### config.mk
export PLATFORM = sky130hd
export DESIGN_NAME = mem_arbiter
export DESIGN_NICKNAME = d
export VERILOG_FILES = /design/src/rtl/mem_arbiter_pkg.sv /design/src/rtl/mem_arbiter.sv
export SDC_FILE = /design/constraint.sdc
export NUM_CORES = 1
export LEC_CHECK = 0
export BUFFER_PORTS_ARGS = -buffer_cell sky130_fd_sc_hd__clkbuf_2
export CELL_PAD_IN_SITES_DETAIL_PLACEMENT = 1
export CELL_PAD_IN_SITES_GLOBAL_PLACEMENT = 1
export CORE_MARGIN = 10
export CORE_UTILIZATION = 36
export DETAILED_ROUTE_END_ITERATION = 10
export GPL_TIMING_DRIVEN = 0
export PLACE_DENSITY = 0.82
export SLEW_MARGIN = 0
export SYNTH_ARGS = -nofsm -noshare
export SYNTH_HDL_FRONTEND = slang
export SYNTH_SLANG_ARGS = --single-unit
### constraint.sdc
create_clock -name clk_in -period 2.35 [get_ports clk_in]
set_clock_uncertainty 0.2 [all_clocks]
set_input_delay 0.47 -clock clk_in [delete_from_list [all_inputs] [get_ports clk_in]]
set_output_delay 0.47 -clock clk_in [all_outputs]
set_load 0.005 [all_outputs]
### src/rtl/mem_arbiter_pkg.sv
// Shared definitions for mem_arbiter: FSM state encoding, load/store size
// codes, grant ids and the size-code to byte-count helper.
package mem_arbiter_pkg;

  typedef enum logic [1:0] {
    MS_IDLE  = 2'd0,
    MS_READ  = 2'd1,
    MS_WRITE = 2'd2,
    MS_DONE  = 2'd3
  } mem_state_t;

  localparam logic [1:0] SZ_B = 2'b00;
  localparam logic [1:0] SZ_H = 2'b01;
  localparam logic [1:0] SZ_W = 2'b10;

  localparam logic GR_IF = 1'b0;
  localparam logic GR_LS = 1'b1;

  // Size code 11 is illegal and is handled as a word.
  function automatic logic [2:0] size_to_bytes(input logic [1:0] sz);
    case (sz)
      SZ_B:    return 3'd1;
      SZ_H:    return 3'd2;
      default: return 3'd4;
    endcase
  endfunction

endpackage

### src/rtl/mem_arbiter.sv
// mem_arbiter: byte-serial controller sharing one 8-bit RAM port between
// instruction fetch (always 4 bytes) and the load/store unit (1/2/4 bytes).
// Read words are assembled little-endian; store data is split into bytes.
//
// Ports
//   clk_in, rst_in (async, active low), rdy_in (low pauses issue)
//   if_req_in/if_addr_in/if_abort_in -> if_done_out/if_data_out
//   ls_req_in/ls_we_in/ls_size_in/ls_addr_in/ls_wdata_in -> ls_done_out/ls_rdata_out
//   ram_en_out/ram_r_nw_out/ram_a_out/ram_d_out, ram_d_in (valid one cycle after issue)
//   dbg_state_out: current FSM state
//
// Handshake: each requester holds its req level until it sees its done pulse
// (exactly one cycle) and drops req at the edge where it samples done. The
// data output is valid during done and holds until that port's next done.
// The DONE state ignores requests, so a held req is never granted twice.
module mem_arbiter
  import mem_arbiter_pkg::*;
#(
  parameter int ADDR_WIDTH = 17
) (
  input  logic                  clk_in,
  input  logic                  rst_in,
  input  logic                  rdy_in,
  input  logic                  if_req_in,
  input  logic [31:0]           if_addr_in,
  input  logic                  if_abort_in,
  output logic                  if_done_out,
  output logic [31:0]           if_data_out,
  input  logic                  ls_req_in,
  input  logic                  ls_we_in,
  input  logic [1:0]            ls_size_in,
  input  logic [31:0]           ls_addr_in,
  input  logic [31:0]           ls_wdata_in,
  output logic                  ls_done_out,
  output logic [31:0]           ls_rdata_out,
  output logic                  ram_en_out,
  output logic                  ram_r_nw_out,
  output logic [ADDR_WIDTH-1:0] ram_a_out,
  output logic [7:0]            ram_d_out,
  input  logic [7:0]            ram_d_in,
  output mem_state_t            dbg_state_out
);

  mem_state_t            r_state, w_state_next;
  logic                  r_grant;      // last/current grant
  logic                  r_we;
  logic [2:0]            r_n;
  logic [ADDR_WIDTH-1:0] r_base;
  logic [31:0]           r_wdata;
  logic [2:0]            r_issue_cnt;
  logic [2:0]            r_cap_cnt;
  logic                  r_pending;
  logic [31:0]           r_buf;
  logic [31:0]           r_if_hold;
  logic [31:0]           r_ls_hold;

  logic                  w_fire;
  logic                  w_sel;
  logic                  w_abort_rd;
  logic                  w_cap_done;
  logic [31:0]           w_buf_ins;
  logic [7:0]            w_wr_byte;
  logic                  w_unused_bits;

  assign w_unused_bits = ^{if_addr_in[31:ADDR_WIDTH], ls_addr_in[31:ADDR_WIDTH]};

  assign dbg_state_out = r_state;
  assign w_abort_rd    = (r_state == MS_READ) && (r_grant == GR_IF) && if_abort_in;

  assign ram_en_out   = ((r_state == MS_READ) || (r_state == MS_WRITE)) &&
                        (r_issue_cnt < r_n) && rdy_in;
  assign ram_r_nw_out = (r_state != MS_WRITE);
  assign ram_a_out    = r_base + ADDR_WIDTH'(r_issue_cnt);
  assign ram_d_out    = (r_state == MS_WRITE) ? w_wr_byte : 8'h00;

  // A capture in flight finishes the read when it fills the last lane; if
  // rdy_in was low at that edge, the FSM leaves on a later ready edge instead.
  assign w_cap_done = r_pending ? (r_cap_cnt == r_n - 3'd1) : (r_cap_cnt == r_n);

  assign if_done_out  = (r_state == MS_DONE) && (r_grant == GR_IF) && !if_abort_in;
  assign ls_done_out  = (r_state == MS_DONE) && (r_grant == GR_LS);
  assign if_data_out  = if_done_out ? r_buf : r_if_hold;
  assign ls_rdata_out = (ls_done_out && !r_we) ? r_buf : r_ls_hold;

  always_comb begin
    w_buf_ins = r_buf;
    case (r_cap_cnt)
      3'd0:    w_buf_ins[7:0]   = ram_d_in;
      3'd1:    w_buf_ins[15:8]  = ram_d_in;
      3'd2:    w_buf_ins[23:16] = ram_d_in;
      3'd3:    w_buf_ins[31:24] = ram_d_in;
      default: w_buf_ins = r_buf;
    endcase
  end

  always_comb begin
    w_wr_byte = 8'h00;
    case (r_issue_cnt)
      3'd0:    w_wr_byte = r_wdata[7:0];
      3'd1:    w_wr_byte = r_wdata[15:8];
      3'd2:    w_wr_byte = r_wdata[23:16];
      3'd3:    w_wr_byte = r_wdata[31:24];
      default: w_wr_byte = 8'h00;
    endcase
  end

  always_comb begin
    w_state_next = r_state;
    w_fire       = 1'b0;
    w_sel        = r_grant;
    case (r_state)
      MS_IDLE: begin
        if (rdy_in && (if_req_in || ls_req_in)) begin
          w_fire = 1'b1;
          if (ls_req_in && !if_req_in)      w_sel = GR_LS;
          else if (if_req_in && !ls_req_in) w_sel = GR_IF;
          else                              w_sel = ~r_grant;  // alternate on ties
          w_state_next = (w_sel == GR_LS && ls_we_in) ? MS_WRITE : MS_READ;
        end
      end
      MS_READ: begin
        if (w_abort_rd)                 w_state_next = MS_IDLE;
        else if (rdy_in && w_cap_done)  w_state_next = MS_DONE;
      end
      MS_WRITE: begin
        if (ram_en_out && (r_issue_cnt == r_n - 3'd1)) w_state_next = MS_DONE;
      end
      MS_DONE:  w_state_next = MS_IDLE;
      default:  w_state_next = MS_IDLE;
    endcase
  end

  always_ff @(posedge clk_in or negedge rst_in) begin
    if (!rst_in) begin
      r_state     <= MS_IDLE;
      r_grant     <= GR_IF;
      r_we        <= 1'b0;
      r_n         <= 3'd0;
      r_base      <= '0;
      r_wdata     <= 32'h0;
      r_issue_cnt <= 3'd0;
      r_cap_cnt   <= 3'd0;
      r_pending   <= 1'b0;
      r_buf       <= 32'h0;
      r_if_hold   <= 32'h0;
      r_ls_hold   <= 32'h0;
    end else begin
      r_state <= w_state_next;
      if (w_fire) begin
        r_grant     <= w_sel;
        r_we        <= (w_sel == GR_LS) && ls_we_in;
        r_n         <= (w_sel == GR_LS) ? size_to_bytes(ls_size_in) : 3'd4;
        r_base      <= (w_sel == GR_LS) ? ls_addr_in[ADDR_WIDTH-1:0]
                                        : if_addr_in[ADDR_WIDTH-1:0];
        r_wdata     <= ((w_sel == GR_LS) && ls_we_in) ? ls_wdata_in : 32'h0;
        r_issue_cnt <= 3'd0;
        r_cap_cnt   <= 3'd0;
        r_pending   <= 1'b0;
        r_buf       <= 32'h0;  // unused lanes stay zero: loads are zero-extended
      end else begin
        if (ram_en_out) r_issue_cnt <= r_issue_cnt + 3'd1;
        // Capture is independent of rdy_in; an abort drops the byte in flight.
        r_pending <= ram_en_out && (r_state == MS_READ) && !w_abort_rd;
        if (r_pending) begin
          r_buf     <= w_buf_ins;
          r_cap_cnt <= r_cap_cnt + 3'd1;
        end
      end
      if (if_done_out)            r_if_hold <= r_buf;
      if (ls_done_out && !r_we)   r_ls_hold <= r_buf;
    end
  end

endmodule
==> impl_metrics.tcl <==
set metrics [dict create \
    outcome "finished, violations left" \
    violations "setup timing" \
    synth.most_common_cell "dfrtp_1" \
    synth.top_cell.area_share_pct 55.56 \
    grtUsageMet3_pct 6.329 \
    dp.final_hpwl_um 16060 \
    dr.pass1.iters 4 \
    clockBufferDepth 2 \
    grt_pass1_vias 7076 \
    grt_pass1_wl_um 40100 \
    clockRootBuffer "clkbuf_16" \
    core-area_mm2 0.01953 \
    dieArea_mm2 0.02594 \
    avgViaCountPerCell 5.130 \
    critPathBufInv 1 \
    fin_tns_setup_ns -25.46 \
    ioPinCount 208 \
    synth_fp_nets 813 \
    multi_input_area_mm2 0.003613 \
    start_util_pct 36.68 \
    fin_ws_ns -0.5135 \
    final_core_utilization_pct 54.29 \
    synthTopCellsByArea "dfrtp_1 56%, mux2_2 9.9%, nand2_1 6.1%" \
    cts_buffers 17 \
    synth_cell_types 46 \
    cp_slowest_cell "dfrtp_2" \
    crit_fanout 5 \
    worst_pin_slew_ns 0.7340 \
    diodes 0 \
    cp-start-kind "register" \
    finalSetupViolations 92 \
    instances_no_fill 1212 \
    rsz0062_at_grt "yes" \
    max_cap_violations 0 \
    syn_to_final_growth_pct 48.03 \
    cpPeakStageDelay_ns 0.44 \
    period_share_pct 121.9 \
    clkTransAtPathRegs_ns 0.07 \
    grt_max_degree 91 \
    dieHeight_um 161.0 \
    synth-edff-count 0 \
    cts.sinks 159 \
    gr-usage-met2_pct 34.36 \
    seq_area_frac_synth_pct 55.56 \
    total_power_mw 14.85 \
    grt-busiest-layer "met2" \
    ys_async_sr_fraction_pct 100.0 \
    netlist_instances 678 \
    drt_iter0_drc 331 \
    cp.arrival_ns 2.19 \
    power.leakage_nw 5.259 \
    ys_warn_count 0 \
    slew_violations 0 \
    cts_tree "yes" \
    gr-usage-met1_pct 21.85 \
    gp_congestion 0.7874 \
    fillers 2146 \
    wl_per_cell_um 21.49 \
    synth.cell_area_mm2 0.007162 \
    critPathTopFamily "adder cells" \
    dpl-instance-area_mm2 0.008416 \
    gr-usage-all-layers_pct 19.45 \
    grt_overflow 0 \
    path_cells "ha_4 > fa_2 > a21oi_2 > nor2b_2 > and2_4 > nand3_2 > xnor2_1 > buf_2" \
    finalCriticalPeriod_ns 2.863 \
    syn_area_per_cell_um2 10.56 \
    antenna_found_initial 1 \
    ys.flop_type "dfrtp_1" \
    drive_gt1_share_pct 46.46 \
    regArea_mm2 0.003988 \
    yosysTopAreaCell "dfrtp_1" \
    fin_nets 1069 \
    clk_latency_ns 0.44 \
    stdcell_area_mm2 0.01060 \
    io_buffers 177 \
    min_path_type "in -> reg" \
    netlist_top_cells_count "159 x dfrtp_1, 116 x nand2_1, 70 x nand3_1" \
    drtAntennaViolNets 0 \
    row_count 51 \
    end_kind "primary output" \
    drt_wl_total_um 26050 \
    peakVddDrop_uv 637.5 \
    dp_cells 1121 \
    drc 0 \
    synth-seq-cells 159 \
    critPathRequiredTime_ns 1.68 \
    slew_headroom_pct 50.85 \
    powerDensity_mw_per_mm2 1401 \
    die_x_um 161.0 \
    dr_total_vias 6217 \
    hold_viol 0 \
    h-tree-depth 4 \
    critPathKind "reg -> out" \
    fmax_mhz 349.2 \
]
-- cells in the final DEF (no fill, tap or decap), types with 3 or more instances in the layout --
cell type / n
clkbuf_2: 140
buf_4: 46
mux2_4: 64
inv_6: 4
xnor2_1: 11
and4_4: 3
o22ai_1: 17
a21oi_2: 11
nand3_1: 65
buf_2: 19
buf_8: 9
clkbuf_16: 17
buf_6: 33
nand2_1: 110
a21oi_1: 34
xor2_1: 5
xnor2_2: 6
o21ai_0: 4
nand3_2: 4
nor2_1: 43
dfrtp_2: 7
clkinvlp_4: 6
inv_1: 12
clkbuf_1: 16
ha_1: 10
nand2_2: 6
a22oi_2: 15
buf_16: 5
buf_12: 6
ha_4: 11
and2_1: 4
dfrtp_1: 152
-- layout make-up --
type | instances | area share [%]
clock buffers | 19 | 4.178
repair buffers | 245 | 16.92
plain buffers | 34 | 2.018
flip-flops and latches | 159 | 37.61
well taps | 265 | 3.128
inverters | 16 | 0.6373
multi-input cells | 461 | 34.08
clock inverters | 13 | 1.416
-- worst min-delay path: cells and delay by family --
family,cells,cell delay [ns]
buffers and inverters,1,0.08
and+or+nand+nor,2,0.10
-- state kept, by name (all words and copies together) (netlist names) --
signal / flops
r_pending: 1
dbg_state_out: 2
r_buf: 32
r_ls_hold: 32
r_cap_cnt: 3
r_if_hold: 32
r_wdata: 32
r_issue_cnt: 3
r_grant: 1
r_base: 17
r_n: 3
r_we: 1
-- path summary, 6_finish.rpt --
path / startpoint / endpoint / slack, ns / depth (start not counted)
worst min register to register: r_wdata[1] / r_wdata[1] / 0.29 / 2
worst min-delay path: ls_wdata_in[6] / r_wdata[6] / 0.04 / 3
min in group asynchronous: rst_in / r_if_hold[18] / 0.39 / 2
worst max register to register: r_issue_cnt[0] / dbg_state_out[0] / -0.17 / 13
max in group asynchronous: rst_in / r_base[1] / 0.64 / 3
worst max-delay path: r_issue_cnt[0] / ram_a_out[10] / -0.51 / 8
-- cell families (layout without fill, tap and decap cells) --
| group | Yosys count | count (layout) | share of synthesized area (%) |
|---|---|---|---|
| multiplexers | 66 | 66 | 10.34 |
| AO/OA/AOI/OAI | 98 | 98 | 8.701 |
| flip-flops | 159 | 159 | 55.56 |
| buffers and inverters | 58 | 327 | 3.179 |
| adder cells (fa/ha/maj) | 23 | 23 | 4.088 |
| XOR/XNOR | 23 | 23 | 2.813 |
| AND/OR/NAND/NOR | 251 | 251 | 15.32 |
-- per-layer routing --
metal,share of wire [%],vias to the layer above
met5,0.050,-
met4,1.6,2
met3,5.9,36
met2,52,177
met1,41,3170
li1,-,2832
-- through the flow --
step / setup slack (ns) / hold slack (ns)
3_3_place_gp: -2.319 / 0.2510
4_1_cts: -0.4753 / 0.03412
2_1_floorplan: 0.03399 / -0.02559
6_report: -0.5135 / 0.03734
3_5_place_dp: -0.4810 / 0.2575
5_1_grt: -0.5811 / 0.03683
-- power by group --
part | total [mW] | internal [mW] | switching (mW)
clock | 2.85 | 1.61 | 1.24
sequential | 4.82 | 3.91 | 0.910
combinational | 7.18 | 3.84 | 3.34
-- what timing repair did --
action,in CTS,in global routing
buffers inserted,46,20
hold buffers,1,0
gates resized for setup,158,124
endpoints found under the setup margin,185,137
endpoints found under the hold margin,69,0
pin swaps,22,35
cloned,6,0
No activity file was read; power rests on OpenSTA's default activity.
